## src/rtl/pipe_stage_reg.sv

```systemverilog
// pipe_stage_reg: multi-channel pipeline register with pass/bubble/hold/flush control.
// Defining PIPE_STAGE_PERF_EN adds saturating bubble and hold counters.
module pipe_stage_reg #(
    parameter int NUM_CH   = 4,
    parameter int CH_W     = 32,
    parameter int STOP_W   = 6,
    parameter int STAGE    = 4,
    parameter int CLR_DATA = 1,
    parameter int TAG_W    = 5
) (
    input  logic                      clk,
    input  logic                      rst,
    input  logic [STOP_W-1:0]         stop,
    input  logic                      flush,
    input  logic [NUM_CH-1:0]         in_we,
    input  logic [NUM_CH*TAG_W-1:0]   in_tag,
    input  logic [NUM_CH*CH_W-1:0]    in_data,
    output logic [NUM_CH-1:0]         out_we,
    output logic [NUM_CH*TAG_W-1:0]   out_tag,
    output logic [NUM_CH*CH_W-1:0]    out_data,
`ifdef PIPE_STAGE_PERF_EN
    output logic                      out_valid,
    output logic [15:0]               bubble_cnt,
    output logic [15:0]               hold_cnt
`else
    output logic                      out_valid
`endif
);
    localparam bit HAS_NEXT = STAGE < STOP_W - 1;
    localparam int SH       = (STAGE < STOP_W) ? STAGE : 0;
    localparam int SN       = HAS_NEXT ? STAGE + 1 : SH;

    generate
        if (STAGE >= STOP_W) begin : g_bad_stage
            $error("pipe_stage_reg: STAGE must be below STOP_W");
        end
    endgenerate

    logic s_here, s_next, kill;
    logic unused_stop_bits;

    // The last stage has no downstream owner, so its stall always means bubble.
    assign s_here           = stop[SH];
    assign s_next           = HAS_NEXT && stop[SN];
    assign kill             = flush || (s_here && !s_next);
    assign unused_stop_bits = ^stop;

    // Stage contents: reset, kill (flush/bubble), load on pass, otherwise hold.
    always_ff @(posedge clk) begin
        if (rst) begin
            out_we    <= '0;
            out_tag   <= '0;
            out_data  <= '0;
            out_valid <= 1'b0;
        end else if (kill) begin
            out_we    <= '0;
            out_valid <= 1'b0;
            if (CLR_DATA != 0) begin
                out_tag  <= '0;
                out_data <= '0;
            end
        end else if (!s_here) begin
            out_we    <= in_we;
            out_tag   <= in_tag;
            out_data  <= in_data;
            out_valid <= 1'b1;
        end
    end

`ifdef PIPE_STAGE_PERF_EN
    // Saturating stall counters; flush cycles are neither bubble nor hold.
    always_ff @(posedge clk) begin
        if (rst) begin
            bubble_cnt <= '0;
            hold_cnt   <= '0;
        end else if (!flush && s_here) begin
            if (!s_next && bubble_cnt != 16'hFFFF) bubble_cnt <= bubble_cnt + 16'd1;
            if (s_next && hold_cnt != 16'hFFFF) hold_cnt <= hold_cnt + 16'd1;
        end
    end
`endif
endmodule

```

## config.mk

```make
export PLATFORM = sky130hd
export DESIGN_NAME = pipe_stage_reg
export DESIGN_NICKNAME = d
export VERILOG_FILES = /design/src/rtl/pipe_stage_reg.sv
export SDC_FILE = /design/constraint.sdc
export NUM_CORES = 1
export LEC_CHECK = 0
export BUFFER_PORTS_ARGS = -buffer_cell sky130_fd_sc_hd__clkbuf_2
export CORE_MARGIN = 5
export CORE_UTILIZATION = 42
export DETAILED_ROUTE_END_ITERATION = 8
export PLACE_DENSITY = 0.77
export SYNTH_ARGS = -nofsm -noshare
export SYNTH_HDL_FRONTEND = slang
export SYNTH_SLANG_ARGS = --single-unit
export TNS_END_PERCENT = 1
```

## constraint.sdc

```tcl
create_clock -name clk -period 0.94 [get_ports clk]
set_input_delay 0.094 -clock clk [delete_from_list [all_inputs] [get_ports clk]]
set_output_delay 0.094 -clock clk [all_outputs]
set_load 0.02 [all_outputs]
```

Yosys cells after proc, flatten, opt, wreduce, memory -nomap -nowiden
Index checks and enable logic that the tools add are counted.
W data, S select, Z words.
{"block": "word_totals", "wordCells": 8, "regBits": 153}
{"block": "op_classes", "reduce_logical": 4}
{"cell": "$reduce_or A2 Y1", "n": 1}
{"cell": "$logic_and A1 B1 Y1", "n": 1}
{"cell": "$logic_not A1 Y1", "n": 1}
{"cell": "$logic_or A1 B1 Y1", "n": 1}

Logic depth before layout (Yosys ltp)
{"block": "depth", "depth_word": 4, "depth_mapped": 6, "ltp_nobuf": 2}

Worst setup path after synthesis
No wires, ideal clock.
{"block": "synth_path", "path_type": "in2reg", "start": "in rst", "end": "reg out_data[85]", "setup_ps": 70, "n_path_buf": 3, "cell_stages": 5, "arrival_ps": 812, "required_ps": 870, "slack_ps": 58, "cell_sequence": "or2_1 buf_6 buf_6 buf_6 a21oi_1"}
{"block": "synth_via", "elab_chain_cells": 1}
{"item": "start, declared", "line": "12", "source": "input logic rst,"}
{"item": "$reduce_or A2 Y1 (no source line)"}
{"item": "end signal, assigned", "line": "65", "source": "out_data <= in_data;"}
{"item": "end, declared", "line": "20", "source": "output logic [NUM_CH*CH_W-1:0] out_data,"}
No other way between the ends.
A chain may end at the register's enable or synchronous reset.

==> insert_results.sql <==
INSERT INTO impl_metrics (metric_group, metric, value, unit) VALUES
('critical_path', 'ff2ff_setup_slack', '-140', 'ps'),
('global_routing', 'grt_start_max_net_pins', '73', ''),
('pwr', 'power_switching_share', '26.6', '%'),
('global_routing', 'remaining_overflow_grt', '0', ''),
('synth', 'synth_cell_count_leaders', '153 x dfxtp_1, 152 x nand2b_1, 132 x nand3_1, 94 x a21oi_1, 59 x a21oi_2', ''),
('synth', 'yosys.cell_count.top_type', 'dfxtp_1', ''),
('synth', 'synth_top_area_cells', 'dfxtp_1 48%, nand2b_1 15%, nand3_1 10%, a21oi_2 8.0%, a21oi_1 7.3%', ''),
('synth', 'synth.yosys.warnings', '0', ''),
('global_routing', 'global_route_total_usage_across_every_layer', '29.5', '%'),
('pwr', 'pwr-share-clk', '42.0', '%'),
('final_layout', 'antennaDiodeCount', '0', ''),
('final_layout', 'final_layout_size_suffix_gt1_share', '55.0', '%'),
('drt', 'drt_pre_antenna_iters', '5', ''),
('synth', 'netlist_area', '6430', 'µm²'),
('final_layout', 'layoutNonFillerInstCount', '1371', ''),
('critical_path', 'critPathArrivalTime', '1370', 'ps'),
('critical_path', 'critical_path_endpoint_category', 'flop', ''),
('synth', 'post_synthesis_area_per_instance', '9.46', 'µm²'),
('sta', 'timing.final.max_slew_violations', '0', ''),
('drt', 'wl', '30600', 'µm'),
('sta', 'finalHoldViolations', '0', ''),
('synth', 'synth-seq-cells', '153', ''),
('sta', 'postLayoutSetupSlackWorst', '-136', 'ps'),
('run_status', 'outcome', 'finished with violations', ''),
('sta', 'worst_pin_slew', '439', 'ps'),
('pwr', 'cellLeakagePower', '5.00', 'nW'),
('placed_design', 'dpl-instance-area', '7910', 'µm²'),
('clocking', 'inserted_clock_buffers', '17', ''),
('placed_design', 'gpl.final_weighted_congestion', '0.771', ''),
('pwr', 'p_sw', '4.51', 'mW'),
('synth', 'yosysSeqAreaShare', '47.6', '%'),
('final_layout', 'design.final.nets', '1332', ''),
('placed_design', 'dp.cells', '1132', ''),
('run_status', 'failing_checks', 'negative setup slack', ''),
('flow_run', 'maxCapViolations', '0', ''),
('clocking', 'numClockSinks', '153', ''),
('critical_path', 'critical_path_peak_fanout', '2', ''),
('drt', 'ant_nets', '0', ''),
('final_layout', 'final_util', '80.8', '%'),
('floorplan', 'placeableCoreArea', '15100', 'µm²'),
('critical_path', 'crit-reg2reg-capture', 'out_data[46]$_SDFFE_PP0N_', ''),
('critical_path', 'setup.worst_path.start_class', 'flop', ''),
('floorplan', 'fp.dieArea', '17900', 'µm²'),
('floorplan', 'vertical_extent_of_the_die', '134', 'µm'),
('clocking', 'clock_tree_from_tritoncts', 'built', ''),
('pwr', 'ir_worst_vdd', '1.18', 'mV'),
('sta', 'clock-skew-final', '0', 'ps'),
('global_routing', 'via_count_of_the_first_global_routing_pass', '7755', ''),
('synth', 'postSynth.topFlopCell', 'dfxtp_1', ''),
('sta', 'fin_crit_sh', '114', '%'),
('sta', 'worst_hold_slack', '123', 'ps'),
('drt', 'avgViaCountPerCell', '5.52', ''),
('pwr', 'power_density', '1390', 'nW/µm²'),
('pwr', 'power.combinational.fraction', '17.3', '%'),
('clocking', 'clk_latency', '410', 'ps'),
('sta', 'setup_viol_count_final', '154', ''),
('clocking', 'clock_root_cell', 'clkbuf_16', ''),
('sta', 'grt_setup_unrepaired', 'true', ''),
('drt', 'dr_wl_met2', '15500', 'µm'),
('synth', 'yosysTopAreaCell', 'dfxtp_1', ''),
('critical_path', 'timing.setup.critical_path_class', 'reg -> reg', ''),
('drt', 'drt-initial-drc-count', '559', ''),
('drt', 'highest-signal-layer', 'met4', ''),
('clocking', 'path_clk_slew', '70', 'ps'),
('sta', 'finalCriticalPeriod', '1080', 'ps'),
('drt', 'vias', '7563', ''),
('pwr', 'seq_power_share', '40.7', '%'),
('final_layout', 'fill_cells', '717', ''),
('placed_design', 'post-dp-hpwl', '12700', 'µm'),
('drt', 'met3_length', '2820', 'µm'),
('synth', 'synth-edff-count', '0', '');
[layout make-up]
class,count,area [µm²],share of cell area (%)
sequential,153,3270,26.8
tap,188,235,1.93
multi-input combinational,459,2820,23.1
timing repair buffer,540,5280,43.3
clock buffer,18,429,3.52
clock inverter,13,168,1.38
[critical path, stage by stage, from the launching register on]
cell and delay, ps:
dfxtp_4 380, buf_4 120, nand3_1 130, a21oi_1 320
[cell usage in the layout (no fill, tap or decap)]
cell,count
clkbuf_2,154
dlygate4sd3_1,153
buf_8,153
nand2b_1,152
dfxtp_2,148
nand3_1,132
a21oi_1,93
buf_4,73
a21oi_2,60
nand3_2,20
clkbuf_16,17
buf_12,6
clkinvlp_4,5
dfxtp_4,5
inv_6,4
bufinv_16,3
or2_4,1
nand2_1,1
clkinv_2,1
clkbuf_1,1
buf_6,1
[state kept, by name, indices dropped and copies added, names as in the netlist]
register,count
out_we,4
out_valid,1
out_tag,20
out_data,128
[power groups by stage]
stage	logic, mW	clock network [mW]	registers (mW)
finish	2.94	7.13	6.91
global route	3.06	7.41	6.92
CTS	2.55	7.11	6.84
detailed placement	1.75	0	6.93
global placement	1.74	0	6.92
floorplan	0.902	0	7.15
[through the flow]
stage / power, mW / setup slack [ps]
global placement: 8.66 / -10.1
detailed placement: 8.67 / -19.2
global route: 17.4 / -115
CTS: 16.5 / -80.7
finish: 17.0 / -136
floorplan: 8.05 / 58.1
[cells by family after synthesis]
kind of cell	Yosys count	synth area share (%)
buf+inv	68	8.68
simple gates	306	28.3
compound gates	153	15.4
flops	153	47.6
[worst max path at each step]
| stage | start | endpoint | slack, ps |
|---|---|---|---|
| after floorplan | rst | out_data[85]$_SDFFE_PP0N_ | 60 |
| after global placement | flush | out_data[112]$_SDFFE_PP0N_ | -10 |
| after detailed placement | flush | out_data[109]$_SDFFE_PP0N_ | -20 |
| after CTS | out_data[49]$_SDFFE_PP0N_ | out_data[49] | -80 |
| after global routing | out_data[46]$_SDFFE_PP0N_ | out_data[46]$_SDFFE_PP0N_ | -110 |
| final | out_data[46]$_SDFFE_PP0N_ | out_data[46]$_SDFFE_PP0N_ | -140 |
[repair_timing]
action,4_1_cts,5_1_grt
hold buffers,153,0
buffers inserted,5,50
endpoints found under the setup margin,153,153
hold endpoints to repair,152,0
gates resized for setup,459,159
[layer usage]
layer	global-route usage, %	vias up
met5	0	-
met4	15.6	0
met3	8.76	137
met2	51.7	543
met1	32.0	3597
li1	-	3286
(Power assumes the default switching activity.)
